**src/rtl/xps2_kbd_ctrl_pkg.sv**
```systemverilog
`default_nettype none
// =============================================================================
// xps2_kbd_ctrl_pkg : shared constants and types for the PS/2 keyboard receiver
// Rev 1.0
// =============================================================================
package xps2_kbd_ctrl_pkg;

  localparam int DATA_W = 32;

  localparam logic [7:0] PS2_BRK_CODE = 8'hF0;
  localparam logic [7:0] PS2_EXT_CODE = 8'hE0;

  localparam logic PS2_EVT_ADDR  = 1'b0;
  localparam logic PS2_STAT_ADDR = 1'b1;

  localparam int ST_OVF_BIT    = 0;
  localparam int ST_FRM_BIT    = 1;
  localparam int ST_TMO_BIT    = 2;
  localparam int ST_CNT_LSB    = 16;
  localparam int EVT_VALID_BIT = 10;

  typedef enum logic [1:0] {
    S_IDLE   = 2'd0,
    S_DATA   = 2'd1,
    S_PARITY = 2'd2,
    S_STOP   = 2'd3
  } frame_state_t;

  typedef struct packed {
    logic       ext;
    logic       brk;
    logic [7:0] code;
  } key_event_t;

  // Odd parity: the 8 data bits plus the parity bit hold an odd number of ones.
  function automatic logic parity_ok(input logic [7:0] data, input logic par);
    return ^{data, par};
  endfunction

endpackage
`default_nettype wire

```
**src/rtl/xps2_kbd_ctrl_fifo.sv**
```systemverilog
`default_nettype none
// =============================================================================
// xps2_kbd_ctrl_fifo : single-clock event FIFO; push and pop may coincide when full
// Rev 1.0
// =============================================================================
module xps2_kbd_ctrl_fifo #(
  parameter int WIDTH = 10,
  parameter int DEPTH = 8
) (
  input  logic                   clk,
  input  logic                   rst,
  input  logic                   push,
  input  logic                   pop,
  input  logic [WIDTH-1:0]       wdata,
  output logic [WIDTH-1:0]       rdata,
  output logic                   full,
  output logic                   empty,
  output logic [$clog2(DEPTH):0] count
);

  localparam int AW = $clog2(DEPTH);
  localparam int CW = AW + 1;

  logic [WIDTH-1:0] mem [DEPTH];
  logic [AW-1:0]    wr_ptr;
  logic [AW-1:0]    rd_ptr;
  logic             do_push;
  logic             do_pop;

  assign empty   = (count == '0);
  assign full    = (count == CW'(DEPTH));
  assign do_pop  = pop & ~empty;
  // A pop in the same cycle frees the slot, so a full FIFO still accepts the push.
  assign do_push = push & (~full | do_pop);
  assign rdata   = mem[rd_ptr];

  always_ff @(posedge clk or negedge rst) begin
    if (!rst) begin
      wr_ptr <= '0;
      rd_ptr <= '0;
      count  <= '0;
    end else begin
      if (do_push) wr_ptr <= wr_ptr + AW'(1);
      if (do_pop)  rd_ptr <= rd_ptr + AW'(1);
      case ({do_push, do_pop})
        2'b10:   count <= count + CW'(1);
        2'b01:   count <= count - CW'(1);
        default: ;
      endcase
    end
  end

  always_ff @(posedge clk) begin
    if (do_push) mem[wr_ptr] <= wdata;
  end

endmodule
`default_nettype wire

```
**src/rtl/xps2_kbd_ctrl.sv**
```systemverilog
`default_nettype none
// =============================================================================
// xps2_kbd_ctrl : PS/2 keyboard receiver, E0/F0 decode, event FIFO, 2-word port
// Option macro PS2_RELEASE_EN queues break events too.   Rev 1.0
// =============================================================================
module xps2_kbd_ctrl
  import xps2_kbd_ctrl_pkg::*;
#(
  parameter int FIFO_DEPTH  = 8,
  parameter int TIMEOUT_CYC = 100000
) (
  input  logic              clk,
  input  logic              rst,
  input  logic              ps2_clk,
  input  logic              ps2_data,
  input  logic              sel,
  input  logic              we,
  input  logic              addr,
  input  logic [DATA_W-1:0] data_in,
  output logic [DATA_W-1:0] data_out,
  output logic              irq
);

  localparam int CNT_W = $clog2(FIFO_DEPTH) + 1;
  localparam int TMO_W = $clog2(TIMEOUT_CYC + 1);
  localparam logic [TMO_W-1:0] TMO_LAST = TMO_W'(TIMEOUT_CYC - 1);

  logic [1:0]       clk_sync;
  logic [1:0]       data_sync;
  logic             clk_prev;
  logic             fall;
  logic             bit_in;
  frame_state_t     state, state_n;
  logic [2:0]       bit_cnt;
  logic [7:0]       shift;
  logic             par;
  logic [TMO_W-1:0] tmo_cnt;
  logic             frame_ok, frame_bad, tmo_hit;
  logic             byte_rdy;
  logic             ext, brk;
  logic             ovf, frame_err, timeout_err;
  logic             is_ext, is_brk;
  logic             push_req, pop_req, ovf_set;
  logic [2:0]       clr;
  logic             full, empty;
  logic [CNT_W-1:0] count;
  key_event_t       entry, head;
  logic             unused_data_in;

  // Lines idle high, so the synchroniser resets high to avoid a false first fall.
  always_ff @(posedge clk or negedge rst) begin
    if (!rst) begin
      clk_sync  <= 2'b11;
      data_sync <= 2'b11;
      clk_prev  <= 1'b1;
    end else begin
      clk_sync  <= {clk_sync[0], ps2_clk};
      data_sync <= {data_sync[0], ps2_data};
      clk_prev  <= clk_sync[1];
    end
  end

  assign fall   = ~clk_sync[1] & clk_prev;
  assign bit_in = data_sync[1];

  always_ff @(posedge clk or negedge rst) begin
    if (!rst) state <= S_IDLE;
    else      state <= state_n;
  end

  always_comb begin
    state_n   = state;
    frame_ok  = 1'b0;
    frame_bad = 1'b0;
    tmo_hit   = 1'b0;
    if (fall) begin
      case (state)
        S_IDLE:   if (!bit_in) state_n = S_DATA;
        S_DATA:   if (bit_cnt == 3'd7) state_n = S_PARITY;
        S_PARITY: state_n = S_STOP;
        S_STOP: begin
          state_n = S_IDLE;
          if (bit_in && parity_ok(shift, par)) frame_ok  = 1'b1;
          else                                 frame_bad = 1'b1;
        end
        default:  state_n = S_IDLE;
      endcase
    end else if (state != S_IDLE && tmo_cnt == TMO_LAST) begin
      state_n = S_IDLE;
      tmo_hit = 1'b1;
    end
  end

  always_ff @(posedge clk or negedge rst) begin
    if (!rst) begin
      bit_cnt  <= '0;
      shift    <= '0;
      par      <= 1'b0;
      tmo_cnt  <= '0;
      byte_rdy <= 1'b0;
    end else begin
      byte_rdy <= frame_ok;
      if (fall || state == S_IDLE) tmo_cnt <= '0;
      else                         tmo_cnt <= tmo_cnt + TMO_W'(1);
      if (fall) begin
        case (state)
          S_IDLE:   bit_cnt <= '0;
          S_DATA: begin
            shift   <= {bit_in, shift[7:1]};
            bit_cnt <= bit_cnt + 3'd1;
          end
          S_PARITY: par <= bit_in;
          default:  ;
        endcase
      end
    end
  end

  // shift holds the accepted byte during the decode cycle; the next fall is many clocks away.
  assign is_ext = (shift == PS2_EXT_CODE);
  assign is_brk = (shift == PS2_BRK_CODE);

`ifdef PS2_RELEASE_EN
  assign push_req = byte_rdy & ~is_ext & ~is_brk;
  assign entry    = {ext, brk, shift};
`else
  assign push_req = byte_rdy & ~is_ext & ~is_brk & ~brk;
  assign entry    = {ext, 1'b0, shift};
`endif

  assign pop_req = sel & ~we & (addr == PS2_EVT_ADDR);
  assign ovf_set = push_req & full & ~pop_req;
  assign clr     = (sel && we && addr == PS2_STAT_ADDR) ? data_in[2:0] : 3'b000;

  always_ff @(posedge clk or negedge rst) begin
    if (!rst) begin
      ext         <= 1'b0;
      brk         <= 1'b0;
      ovf         <= 1'b0;
      frame_err   <= 1'b0;
      timeout_err <= 1'b0;
    end else begin
      if (byte_rdy) begin
        if (is_ext)      ext <= 1'b1;
        else if (is_brk) brk <= 1'b1;
        else begin
          ext <= 1'b0;
          brk <= 1'b0;
        end
      end
      ovf         <= ovf_set   | (ovf         & ~clr[ST_OVF_BIT]);
      frame_err   <= frame_bad | (frame_err   & ~clr[ST_FRM_BIT]);
      timeout_err <= tmo_hit   | (timeout_err & ~clr[ST_TMO_BIT]);
    end
  end

  xps2_kbd_ctrl_fifo #(
    .WIDTH ($bits(key_event_t)),
    .DEPTH (FIFO_DEPTH)
  ) u_fifo (
    .clk   (clk),
    .rst   (rst),
    .push  (push_req),
    .pop   (pop_req),
    .wdata (entry),
    .rdata (head),
    .full  (full),
    .empty (empty),
    .count (count)
  );

  always_comb begin
    data_out = '0;
    if (sel && !we) begin
      if (addr == PS2_EVT_ADDR) begin
        if (!empty) begin
          data_out[EVT_VALID_BIT] = 1'b1;
          data_out[9:0]           = head;
        end
      end else begin
        data_out[ST_CNT_LSB +: CNT_W] = count;
        data_out[ST_TMO_BIT]          = timeout_err;
        data_out[ST_FRM_BIT]          = frame_err;
        data_out[ST_OVF_BIT]          = ovf;
      end
    end
  end

  assign irq            = ~empty;
  assign unused_data_in = &{1'b0, data_in[DATA_W-1:3]};

endmodule
`default_nettype wire
```
**config.mk**
```make
export PLATFORM = sky130hd
export DESIGN_NAME = xps2_kbd_ctrl
export DESIGN_NICKNAME = d
export VERILOG_FILES = /design/src/rtl/xps2_kbd_ctrl_pkg.sv /design/src/rtl/xps2_kbd_ctrl_fifo.sv /design/src/rtl/xps2_kbd_ctrl.sv
export SDC_FILE = /design/constraint.sdc
export NUM_CORES = 1
export LEC_CHECK = 0
export ABC_AREA = 1
export BUFFER_PORTS_ARGS = -buffer_cell sky130_fd_sc_hd__buf_2
export CELL_PAD_IN_SITES_DETAIL_PLACEMENT = 2
export CELL_PAD_IN_SITES_GLOBAL_PLACEMENT = 2
export CORE_MARGIN = 2
export CORE_UTILIZATION = 37
export DETAILED_ROUTE_END_ITERATION = 7
export PLACE_DENSITY_LB_ADDON = 0.08
export SYNTH_ARGS = -nofsm -noshare
export SYNTH_HDL_FRONTEND = slang
export SYNTH_SLANG_ARGS = --single-unit
```
**constraint.sdc**
```tcl
create_clock -name clk -period 2.9 [get_ports clk]
set_input_delay 0.29 -clock clk [delete_from_list [all_inputs] [get_ports clk]]
set_output_delay 0.29 -clock clk [all_outputs]
set_load 0.02 [all_outputs]
```
==> out/results.tsv <==
metric	value	unit
slew_viol_final	0	
grt_pass1_wl	22800	um
layout-drive-gt1-share	0.171	
io_buffers	24	
syn_to_final_growth	16.9	%
status	finished, final reports clean	
hold_violations	0	
core	0.0146	mm^2
arrival	2.94	ns
synthArstFlopShare	0.419	
netlist_area	0.00556	mm^2
io_pins	72	
drcViolationCount	0	
fin_crit_sh	0.903	
hold-path-cell-count	4	
p_per_area	831	mW/mm^2
cts_tree	done	
worst_slew_pin_slew	0.599	ns
yosysSeqAreaShare	0.624	
hpwl	9370	um
rows	44	
nets	630	
finalInstanceArea	0.00650	mm^2
drt_iter0_markers	144	
antenna_cells	0	
relSlewSlack	0.600	
gp_congestion	0.744	
required	3.22	ns
fin_worst_skew	0.00853	ns
cts_buffer_depth	2	
hold_path_class	in -> reg	
r2r_slack	0.28	ns
synth_cell_type_count	42	
start_util	0.381	
grt_antenna_before_repair	0	
setup_violations	0	
htreeDepth	4	
ys_top_cells_by_count	76 x nor2_1, 72 x edfxtp_1, 72 x o21ai_0, 70 x nand2_1, 47 x dfrtp_1	
cts-root-buf	clkbuf_16	
avgSynthCellArea	10.5	um^2
grt_overflow_total	0	
firstDrtPassIters	4	
worstSetupStartpointType	register	
clkSinkCount	124	
clkLatencyLatePin	0.42	ns
synth.most_common_cell	nor2_1	
track_usage	0.188	
cts_setup_buffers	0	
max_cap_violations	0	
die_area	0.0160	mm^2
ir_drop	0.000492	V
synth_ff_type	edfxtp_1	
tns	0	ns
cp_max_fo	11	
vias_per_cell	5.06	
synth_edf_count	72	
p_leak	2.62	nW
syn_inst	531	
worstSetupPathType	reg -> reg	
yosysTopAreaCell	edfxtp_1	
wl_per_cell	18.0	um
numCtsBuffers	17	
synthTopCellsByArea	edfxtp_1 39%, dfrtp_1 21%, o21ai_0 6.5%	
path_clk_slew	0.06	ns
die_h	127	um
num_vias	3929	
fin_crit	2.62	ns
placed_area	0.00591	mm^2
cp-end-kind	register	
ant_nets	0	
die_w	127	um
synth_warnings	0	
rr_worst_depth	16	
grt_pass1_vias	4348	
fin_util	0.445	
grt_max_degree	38	
max_freq	382	MHz
synth_seq_cells	124	
synth_top_area_frac	0.389	
finalWirelength	13900	um
fin_total_pwr	5.40	mW
## worst paths after layout
path                             start              end
max                           shift[6]  u_fifo.count[3]
max in group asynchronous          rst         shift[1]
min reg2reg                clk_sync[0]      clk_sync[1]
min                         data_in[0]              ovf
min in group asynchronous          rst       bit_cnt[1]
max reg2reg                   shift[6]  u_fifo.count[3]
## layer usage
metal,global-route usage,vias up,share of wire
met4,0.0718,0,0.017
met3,0.0392,19,0.021
met1,0.226,2001,0.43
li1,-,1872,-
met2,0.330,37,0.53
met5,0,-,0
## flip-flops by register name (all words and copies together), names as in the netlist, 2 cells and up
register,flops
tmo_cnt,17
u_fifo.wr_ptr,3
clk_sync,2
u_fifo.mem,72
data_sync,2
state,2
shift,8
u_fifo.rd_ptr,3
bit_cnt,3
u_fifo.count,4
## logic make-up (layout without fill, tap and decap cells)
group	after synthesis	in the layout	share of synthesized area
and+or+nand+nor	191	191	0.152
xor gates and xnor gates	10	10	0.0157
AOI/OAI and AO/OA	110	110	0.109
muxes	1	1	0.00202
other	1	18	0.000674
buffers and inverters	82	126	0.0686
adders and majority gates	12	12	0.0283
DFF	124	124	0.624
## cell usage in the layout (no fill, tap or decap), drive strengths merged
cell type,Yosys,routed
a211oi,1,1
a21oi,14,14
a22o,2,2
a31oi,7,7
and2,1,1
and3,1,1
buf,23,41
bufinv,0,1
clkbuf,9,24
clkinv,1,7
clkinvlp,0,1
conb,1,18
dfrtp,47,47
dfstp,5,5
dlygate4sd3,0,3
edfxtp,72,72
fa,1,1
ha,11,11
inv,49,49
mux2,1,1
nand2,73,73
nand3,11,11
nand3b,1,1
nand4,2,2
nor2,85,85
nor3,12,12
nor4,3,3
o21ai,72,72
o21bai,1,1
o221ai,6,6
o22ai,6,6
o31ai,1,1
or2,2,2
xnor2,3,3
xor2,7,7
## critical path, cell delays in order, from the launching register on
cell and delay (ns):
dfrtp_1 0.48, nand2_1 0.17, nor2_1 0.07, and2_4 0.18, nor2_8 0.14, nand2_4 0.08
nand2_1 0.14, inv_1 0.09, ha_1 0.33, nand2_1 0.10, nor2_1 0.04, a211oi_1 0.33
nand2_1 0.13, nand2_1 0.10, nand2_1 0.05, nand2_1 0.05, inv_1 0.03
## layout make-up
type / instances / area [um^2]
Clock inverter: 8 / 66.3
Sequential cell: 124 / 3480
Inverter: 50 / 188
Tap cell: 184 / 230
Fill cell: 1525 / 8090
Multi-Input combinational cell: 342 / 1780
Clock buffer: 24 / 482
Timing Repair Buffer: 44 / 278
## per-stage QoR
stage / worst slack, ns / hold WS (ns) / instances
3_5_place_dp: 0.226 / 0.215 / 741
6_report: 0.282 / 0.173 / 776
5_1_grt: -0.00788 / 0.192 / 776
4_1_cts: 0.177 / 0.161 / 776
2_1_floorplan: 0.641 / -0.00559 / 548
3_3_place_gp: 0.369 / 0.208 / 741
## power by group
part / switching (mW) / total, mW / internal (mW)
logic: 0.822 / 1.23 / 0.404
registers: 0.175 / 2.21 / 2.03
clock network: 0.734 / 1.97 / 1.23
total: 1.73 / 5.40 / 3.67
## what timing repair did
action / CTS / global route
setup endpoints to repair: 0 / 1
hold buffers: 3 / 0
gates resized for setup: 0 / 6
hold endpoints to repair: 13 / 0
No activity file was read; power rests on OpenSTA's default activity.
